==> src/rtl/din_arb_pkg.sv <==
// Shared types and helpers for the byte-stream arbiter.
// Holds FSM states, default widths and a round-robin pick helper.
package din_arb_pkg;

  typedef enum logic {
    IDLE,
    GRANT
  } arb_state_t;

  localparam int DEF_DATA_W    = 8;
  localparam int DEF_MAX_BURST = 16;
  localparam int MAX_SRC       = 8;

  typedef struct packed {
    logic       found;
    logic [2:0] idx;
  } pick_t;

  // First set bit of req at or above ptr, wrapping within n sources.
  function automatic pick_t rr_pick(
    input logic [MAX_SRC-1:0] req,
    input logic [2:0]         ptr,
    input int                 n
  );
    pick_t r;
    int    j;
    r = '0;
    for (int i = MAX_SRC - 1; i >= 0; i--) begin
      if (i < n) begin
        j = (int'(ptr) + i) % n;
        if (req[j]) begin
          r.found = 1'b1;
          r.idx   = 3'(j);
        end
      end
    end
    return r;
  endfunction

endpackage

==> src/rtl/din_stream_arbiter_if.sv <==
// Source-side and sink-side bundle of the byte-stream arbiter.
// master drives requests and downstream ready; slave is the arbiter.
interface din_stream_arbiter_if #(
  parameter int N_SRC  = 4,
  parameter int DATA_W = 8
);
  localparam int ID_W = $clog2(N_SRC);

  logic [N_SRC*DATA_W-1:0] s_data;
  logic [N_SRC-1:0]        s_vld;
  logic [N_SRC-1:0]        s_last;
  logic [N_SRC-1:0]        s_rdy;
  logic [DATA_W-1:0]       o_data_dout;
  logic                    o_data_dout_vld;
  logic                    o_data_dout_last;
  logic                    i_data_dout_rdy;
  logic [ID_W-1:0]         o_grant_id;
  logic                    o_busy;

  modport master (
    output s_data, s_vld, s_last, i_data_dout_rdy,
    input  s_rdy, o_data_dout, o_data_dout_vld,
    input  o_data_dout_last, o_grant_id, o_busy
  );

  modport slave (
    input  s_data, s_vld, s_last, i_data_dout_rdy,
    output s_rdy, o_data_dout, o_data_dout_vld,
    output o_data_dout_last, o_grant_id, o_busy
  );

endinterface

==> src/rtl/din_rr_picker.sv <==
// Combinational round-robin picker: rotate by ptr, take lowest set
// bit, rotate the index back. Reusable by any shared-resource arbiter.
module din_rr_picker #(
  parameter int N_SRC = 4,
  parameter int ID_W  = $clog2(N_SRC)
) (
  input  logic [N_SRC-1:0] req,
  input  logic [ID_W-1:0]  ptr,
  output logic [ID_W-1:0]  idx,
  output logic             found
);

  localparam logic [ID_W:0] NS = (ID_W+1)'(N_SRC);

  logic [2*N_SRC-1:0] dbl;
  logic [N_SRC-1:0]   rot;
  logic [ID_W-1:0]    off;
  logic [ID_W:0]      sum;

  always_comb begin
    dbl = {req, req};
    rot = N_SRC'(dbl >> ptr);
    off = '0;
    for (int i = N_SRC - 1; i >= 0; i--) begin
      if (rot[i]) off = ID_W'(i);
    end
    sum = {1'b0, off} + {1'b0, ptr};
    if (sum >= NS) sum = sum - NS;
    idx   = sum[ID_W-1:0];
    found = |req;
  end

endmodule

==> src/rtl/din_stream_arbiter.sv <==
// Packet-aware round-robin arbiter onto one registered byte stream.
// Grant holds until last or MAX_BURST beats; output has ready/valid.
module din_stream_arbiter
  import din_arb_pkg::*;
#(
  parameter int N_SRC     = 4,
  parameter int DATA_W    = DEF_DATA_W,
  parameter int MAX_BURST = DEF_MAX_BURST,
  parameter int ID_W      = $clog2(N_SRC)
) (
  input  logic                 dout_clk,
  input  logic                 rst_n,
  din_stream_arbiter_if.slave  bus
);

  localparam logic [7:0]      LAST_CNT = 8'(MAX_BURST - 1);
  localparam logic [ID_W-1:0] TOP_ID   = ID_W'(N_SRC - 1);

  arb_state_t        state, state_nxt;
  logic [ID_W-1:0]   ptr;
  logic [ID_W-1:0]   grant;
  logic [ID_W-1:0]   pick;
  logic              found;
  logic [7:0]        burst_cnt;
  logic [DATA_W-1:0] dout;
  logic              vld;
  logic              last;

  logic              room;
  logic              accept;
  logic              beat_last;
  logic              sel_vld;
  logic              sel_last;
  logic [DATA_W-1:0] sel_data;
  logic [N_SRC-1:0]  rdy;

  din_rr_picker #(
    .N_SRC (N_SRC),
    .ID_W  (ID_W)
  ) u_pick (
    .req   (bus.s_vld),
    .ptr   (ptr),
    .idx   (pick),
    .found (found)
  );

  always_comb begin
    sel_vld  = 1'b0;
    sel_last = 1'b0;
    sel_data = '0;
    for (int k = 0; k < N_SRC; k++) begin
      if (grant == ID_W'(k)) begin
        sel_vld  = bus.s_vld[k];
        sel_last = bus.s_last[k];
        sel_data = bus.s_data[k*DATA_W +: DATA_W];
      end
    end
  end

  // Ready depends only on registered state and downstream ready.
  always_comb begin
    state_nxt = state;
    rdy       = '0;
    accept    = 1'b0;
    room      = ~vld | bus.i_data_dout_rdy;
    beat_last = sel_last | (burst_cnt == LAST_CNT);
    unique case (state)
      IDLE: begin
        if (found) state_nxt = GRANT;
      end
      GRANT: begin
        for (int k = 0; k < N_SRC; k++) begin
          rdy[k] = (grant == ID_W'(k)) & room;
        end
        accept = sel_vld & room;
        if (accept & beat_last) state_nxt = IDLE;
      end
      default: state_nxt = IDLE;
    endcase
  end

  always_ff @(posedge dout_clk or negedge rst_n) begin
    if (!rst_n) state <= IDLE;
    else        state <= state_nxt;
  end

  always_ff @(posedge dout_clk or negedge rst_n) begin
    if (!rst_n) begin
      ptr       <= '0;
      grant     <= '0;
      burst_cnt <= '0;
    end else begin
      if (state == IDLE && found) begin
        grant     <= pick;
        burst_cnt <= '0;
      end
      if (accept) begin
        burst_cnt <= burst_cnt + 8'd1;
        if (beat_last) begin
          ptr <= (grant == TOP_ID) ? '0 : grant + ID_W'(1);
        end
      end
    end
  end

  always_ff @(posedge dout_clk or negedge rst_n) begin
    if (!rst_n) begin
      dout <= '0;
      vld  <= 1'b0;
      last <= 1'b0;
    end else if (accept) begin
      dout <= sel_data;
      vld  <= 1'b1;
      last <= beat_last;
    end else if (bus.i_data_dout_rdy) begin
      vld  <= 1'b0;
      last <= 1'b0;
    end
  end

  assign bus.s_rdy            = rdy;
  assign bus.o_data_dout      = dout;
  assign bus.o_data_dout_vld  = vld;
  assign bus.o_data_dout_last = last;
  assign bus.o_grant_id       = grant;
  assign bus.o_busy           = (state == GRANT);

endmodule

==> src/flat_wrapper.sv <==
// flat-port wrapper written by rule: the top's interface ports become plain ports
module din_stream_arbiter_flat import din_arb_pkg::*;
#(
  parameter int N_SRC     = 4,
  parameter int DATA_W    = DEF_DATA_W,
  parameter int MAX_BURST = DEF_MAX_BURST,
  parameter int ID_W      = $clog2(N_SRC)
)
  (dout_clk, rst_n, bus_s_data, bus_s_vld, bus_s_last, bus_i_data_dout_rdy, bus_s_rdy, bus_o_data_dout, bus_o_data_dout_vld, bus_o_data_dout_last, bus_o_grant_id, bus_o_busy);
  din_stream_arbiter_if #(.N_SRC(N_SRC), .DATA_W(DATA_W)) bus_i ();
  input  logic dout_clk;
  input  logic rst_n;
  input wire logic [$bits(bus_i.s_data)-1:0] bus_s_data;
  input wire logic [$bits(bus_i.s_vld)-1:0] bus_s_vld;
  input wire logic [$bits(bus_i.s_last)-1:0] bus_s_last;
  input wire logic [$bits(bus_i.i_data_dout_rdy)-1:0] bus_i_data_dout_rdy;
  output wire logic [$bits(bus_i.s_rdy)-1:0] bus_s_rdy;
  output wire logic [$bits(bus_i.o_data_dout)-1:0] bus_o_data_dout;
  output wire logic [$bits(bus_i.o_data_dout_vld)-1:0] bus_o_data_dout_vld;
  output wire logic [$bits(bus_i.o_data_dout_last)-1:0] bus_o_data_dout_last;
  output wire logic [$bits(bus_i.o_grant_id)-1:0] bus_o_grant_id;
  output wire logic [$bits(bus_i.o_busy)-1:0] bus_o_busy;
  assign bus_i.s_data = bus_s_data;
  assign bus_i.s_vld = bus_s_vld;
  assign bus_i.s_last = bus_s_last;
  assign bus_i.i_data_dout_rdy = bus_i_data_dout_rdy;
  assign bus_s_rdy = bus_i.s_rdy;
  assign bus_o_data_dout = bus_i.o_data_dout;
  assign bus_o_data_dout_vld = bus_i.o_data_dout_vld;
  assign bus_o_data_dout_last = bus_i.o_data_dout_last;
  assign bus_o_grant_id = bus_i.o_grant_id;
  assign bus_o_busy = bus_i.o_busy;
  din_stream_arbiter #(.N_SRC(N_SRC), .DATA_W(DATA_W), .MAX_BURST(MAX_BURST), .ID_W(ID_W)) u_core (.dout_clk(dout_clk), .rst_n(rst_n), .bus(bus_i));
endmodule
==> config.mk <==
export PLATFORM = sky130hd
export DESIGN_NAME = din_stream_arbiter_flat
export DESIGN_NICKNAME = d
export VERILOG_FILES = /design/src/rtl/din_arb_pkg.sv /design/src/rtl/din_stream_arbiter_if.sv /design/src/rtl/din_rr_picker.sv /design/src/rtl/din_stream_arbiter.sv /design/src/flat_wrapper.sv
export SDC_FILE = /design/constraint.sdc
export NUM_CORES = 1
export LEC_CHECK = 0
export ABC_CLOCK_PERIOD_IN_PS = 1900
export BUFFER_PORTS_ARGS = -buffer_cell sky130_fd_sc_hd__buf_2
export CAP_MARGIN = 20
export CORE_MARGIN = 5
export CORE_UTILIZATION = 35
export CTS_CLUSTER_DIAMETER = 60
export DETAILED_ROUTE_END_ITERATION = 6
export SLEW_MARGIN = 40
export SYNTH_ARGS = -nofsm -noshare
export SYNTH_HDL_FRONTEND = slang
export SYNTH_SLANG_ARGS = --single-unit
==> constraint.sdc <==
create_clock -name dout_clk -period 1.9 [get_ports dout_clk]
set_clock_uncertainty 0.05 [all_clocks]
set_input_delay 0.285 -clock dout_clk [delete_from_list [all_inputs] [get_ports dout_clk]]
set_output_delay 0.285 -clock dout_clk [all_outputs]
set_load 0.05 [all_outputs]
==> results.md <==
* Total global routing overflow at 0
* Port bufs at 59
* CTS Buf Count at 3
* Post-DP HPWL at 3790 um
* Gr usage total at 16.1%
* Placer congestion estimate at just under 0.8
* EDFF count, synth at 0
* # setup viols final at 16
* Power consumption at approximately 0.0046 W
* Antenna cells at 0
* DRC errors left at 0
* Clk_lat worst skew at 270 ps
* Die width at around 80 um
* Peak VDD IR at approximately 0.0012 V
* CP startpoint kind: flop
* Storage cell area at 579 um2
* Synth top area cells: dfrtp_1, mux2_2, a221oi_1, nand2_1, ha_1
* Fin. Hold Viols at 0
* Die height at approximately 80 um
* Fin area at 2530 um2
* DR vias/cell at 5.21
* Vias at approximately 1700
* Drt initial violations at between 40 and 50
* RSZ-0062 raised after global routing: true
* CTS Buffer Depth at 2
* Yosys cell types at 49
* Vias in the first global route at 1723
* Seq/Total Area, Yosys at 33.9%
* First-pass iteration count of the detailed router at 4
* Leakage at 1.18 nW
* Pin count of the biggest net entering global routing at 24
* Critical path peak fanout at 5
* Min Hold Slack at 252 ps
* CP Capture Type: flop
* Period utilization at 108%
* Cells after synthesis at 176
* Crit path required time at between 2000 and 2500 ps
* Pwr Density at 1820 nW/um2
* CTS tree: yes
* Largest area contributor in the netlist: dfrtp_1
* HP Class: in -> reg
* Die Area at roughly 6300 um2
* Final Max Tran Viols at 0
* Core area at 4720 um2
* Top_reg_cell synth: dfrtp_1
* Initial Util at 35.9%
* Setup TNS Final at -1350 ps
* Mapped Area at 1700 um2
* Avg Inst Size Synth at ~9.6 um2
* Max frequency at 489 MHz
* Final worst path period need at roughly 2000 ps
* Slew margin rel. at between 60% and 70%
* Clk slew on worst S/H paths at 90 ps
* Final nets at 316
* Area of the multi-input gates at 1170 um2
* Row count at 25
* H-tree depth at 1
* Critical path class: reg -> reg
* Clock Sinks at 23
* DR WL/cell at about 15 um
* Routed Wire Length at 5040 um
* Ys async rst share at 100%
* # IOs at 60
* Reg-to-reg slack, setup at -150 ps
* Fin worst setup slack at -146 ps
* Layout Area Growth over Synthesis at 49.3%
* Most frequent cells in the layout: buf_2, buf_4, nand2_1
* Max Cap Viol at 0
* Initial antenna violation count at 0
* Synthesized flop and latch total at 23
* Detail Route Antenna Nets at 0
* Slew @ Worst Pin at 552 ps
* Synth top area share at 33.9%
* Share of cells above drive strength 1 at between 50 and 60%
* Critical Path AT at 2160 ps
* Synth Net Count at 225
* Failing checks: negative setup slack
* Dpl cell area at 2260 um2
* Commonest non-fill, non-tap cell in the layout: buf_2
* Filler instances at approximately 420
* First-pass GRT wire length at 8240 um
* Status: finished, violations left
* Clk root buf: clkbuf_8
* Ys Warns at 0
## registers in the layout (all words and copies together) (netlist names)
register / cells
u_core.bus.o_busy: 1
u_core.ptr: 2
u_core.bus.o_grant_id: 2
u_core.bus.o_data_dout: 8
u_core.bus.o_data_dout_last: 1
u_core.burst_cnt: 8
u_core.bus.o_data_dout_vld: 1
## synth_stat cells (all sizes together) (4+ instances only)
cell type and n:
and2b 8, a21oi 4, a221oi 14, clkbuf 5, o21ai 7, a31o 5, mux2 12, and3 4
or3 4, inv 5, buf 4, or2 4, dfrtp 23, nand2 21, ha 6, o31ai 8
## timing repair
| action | in CTS | in global routing |
|---|---|---|
| gates cloned | 1 | 0 |
| resized for setup | 18 | 18 |
| pin swaps | 5 | 4 |
| setup endpoints to repair | 22 | 21 |
| hold endpoints to repair | 23 | 0 |
| hold buffers | 1 | 0 |
| setup buffers | 6 | 0 |
## path summary, 6_finish.rpt
check                      cells after the start                            startpoint                                       to
setup / recovery                               7  u_core.bus.o_grant_id[1]$_DFFE_PN0P_    u_core.bus.o_data_dout[4]$_DFFE_PN0P_
hold / removal                                 3                   bus_i_data_dout_rdy  u_core.bus.o_data_dout_last$_DFFE_PN0P_
min in group asynchronous                      2                                 rst_n    u_core.bus.o_data_dout[4]$_DFFE_PN0P_
setup reg to reg                               7  u_core.bus.o_grant_id[1]$_DFFE_PN0P_    u_core.bus.o_data_dout[4]$_DFFE_PN0P_
hold reg to reg                                1       u_core.burst_cnt[7]$_DFFE_PN0P_          u_core.burst_cnt[7]$_DFFE_PN0P_
max in group asynchronous                      2                                 rst_n                u_core.ptr[1]$_DFFE_PN0P_
## cell families (layout without fill, tap and decap cells)
| group | after synthesis | count (layout) | share of synthesized area, % |
|---|---|---|---|
| simple gates | 66 | 66 | 23.0 |
| compound gates | 53 | 53 | 25.2 |
| flops | 23 | 23 | 33.9 |
| buf+inv | 14 | 104 | 4.35 |
| mux | 13 | 13 | 8.56 |
| fa+ha+maj | 6 | 6 | 4.43 |
| xor+xnor | 1 | 1 | 0.517 |
## layout make-up
class / instances / share of cell area, %
Multi-Input combinational cell: 139 / 46.3
Clock inverter: 1 / 0.198
Clock buffer: 3 / 1.63
Timing Repair Buffer: 95 / 24.8
Tap cell: 67 / 3.31
Sequential cell: 23 / 22.9
Inverter: 5 / 0.840
## critical path, cell delays in order (launching register included)
cell	delay (ps)
dfrtp_2	410
inv_4	60
ha_4	160
nand3b_1	190
a211o_4	370
a21oi_4	220
clkbuf_16	180
mux2_4	290
## per-layer routing
| layer | wire length (um) | global-route usage (%) |
|---|---|---|
| met1 | 2430 | 22.1 |
| met2 | 2450 | 27.0 |
| met3 | 101 | 2.26 |
| met4 | 52 | 3.09 |
| met5 | 0 | 0 |
## power breakdown
group	switching (W)	internal, W
Clock	0.000167	0.000147
Sequential	0.000180	0.000694
Combinational	0.00181	0.00160
## stage by stage
step	utilization (%)	setup slack, ps	std cells
2_1_floorplan	-	-231	176
3_3_place_gp	47.8	-103	321
3_5_place_dp	47.8	-140	321
4_1_cts	52.2	-134	333
5_1_grt	53.6	-214	333
6_report	53.6	-146	333
Power figures use the tool's default switching activity.
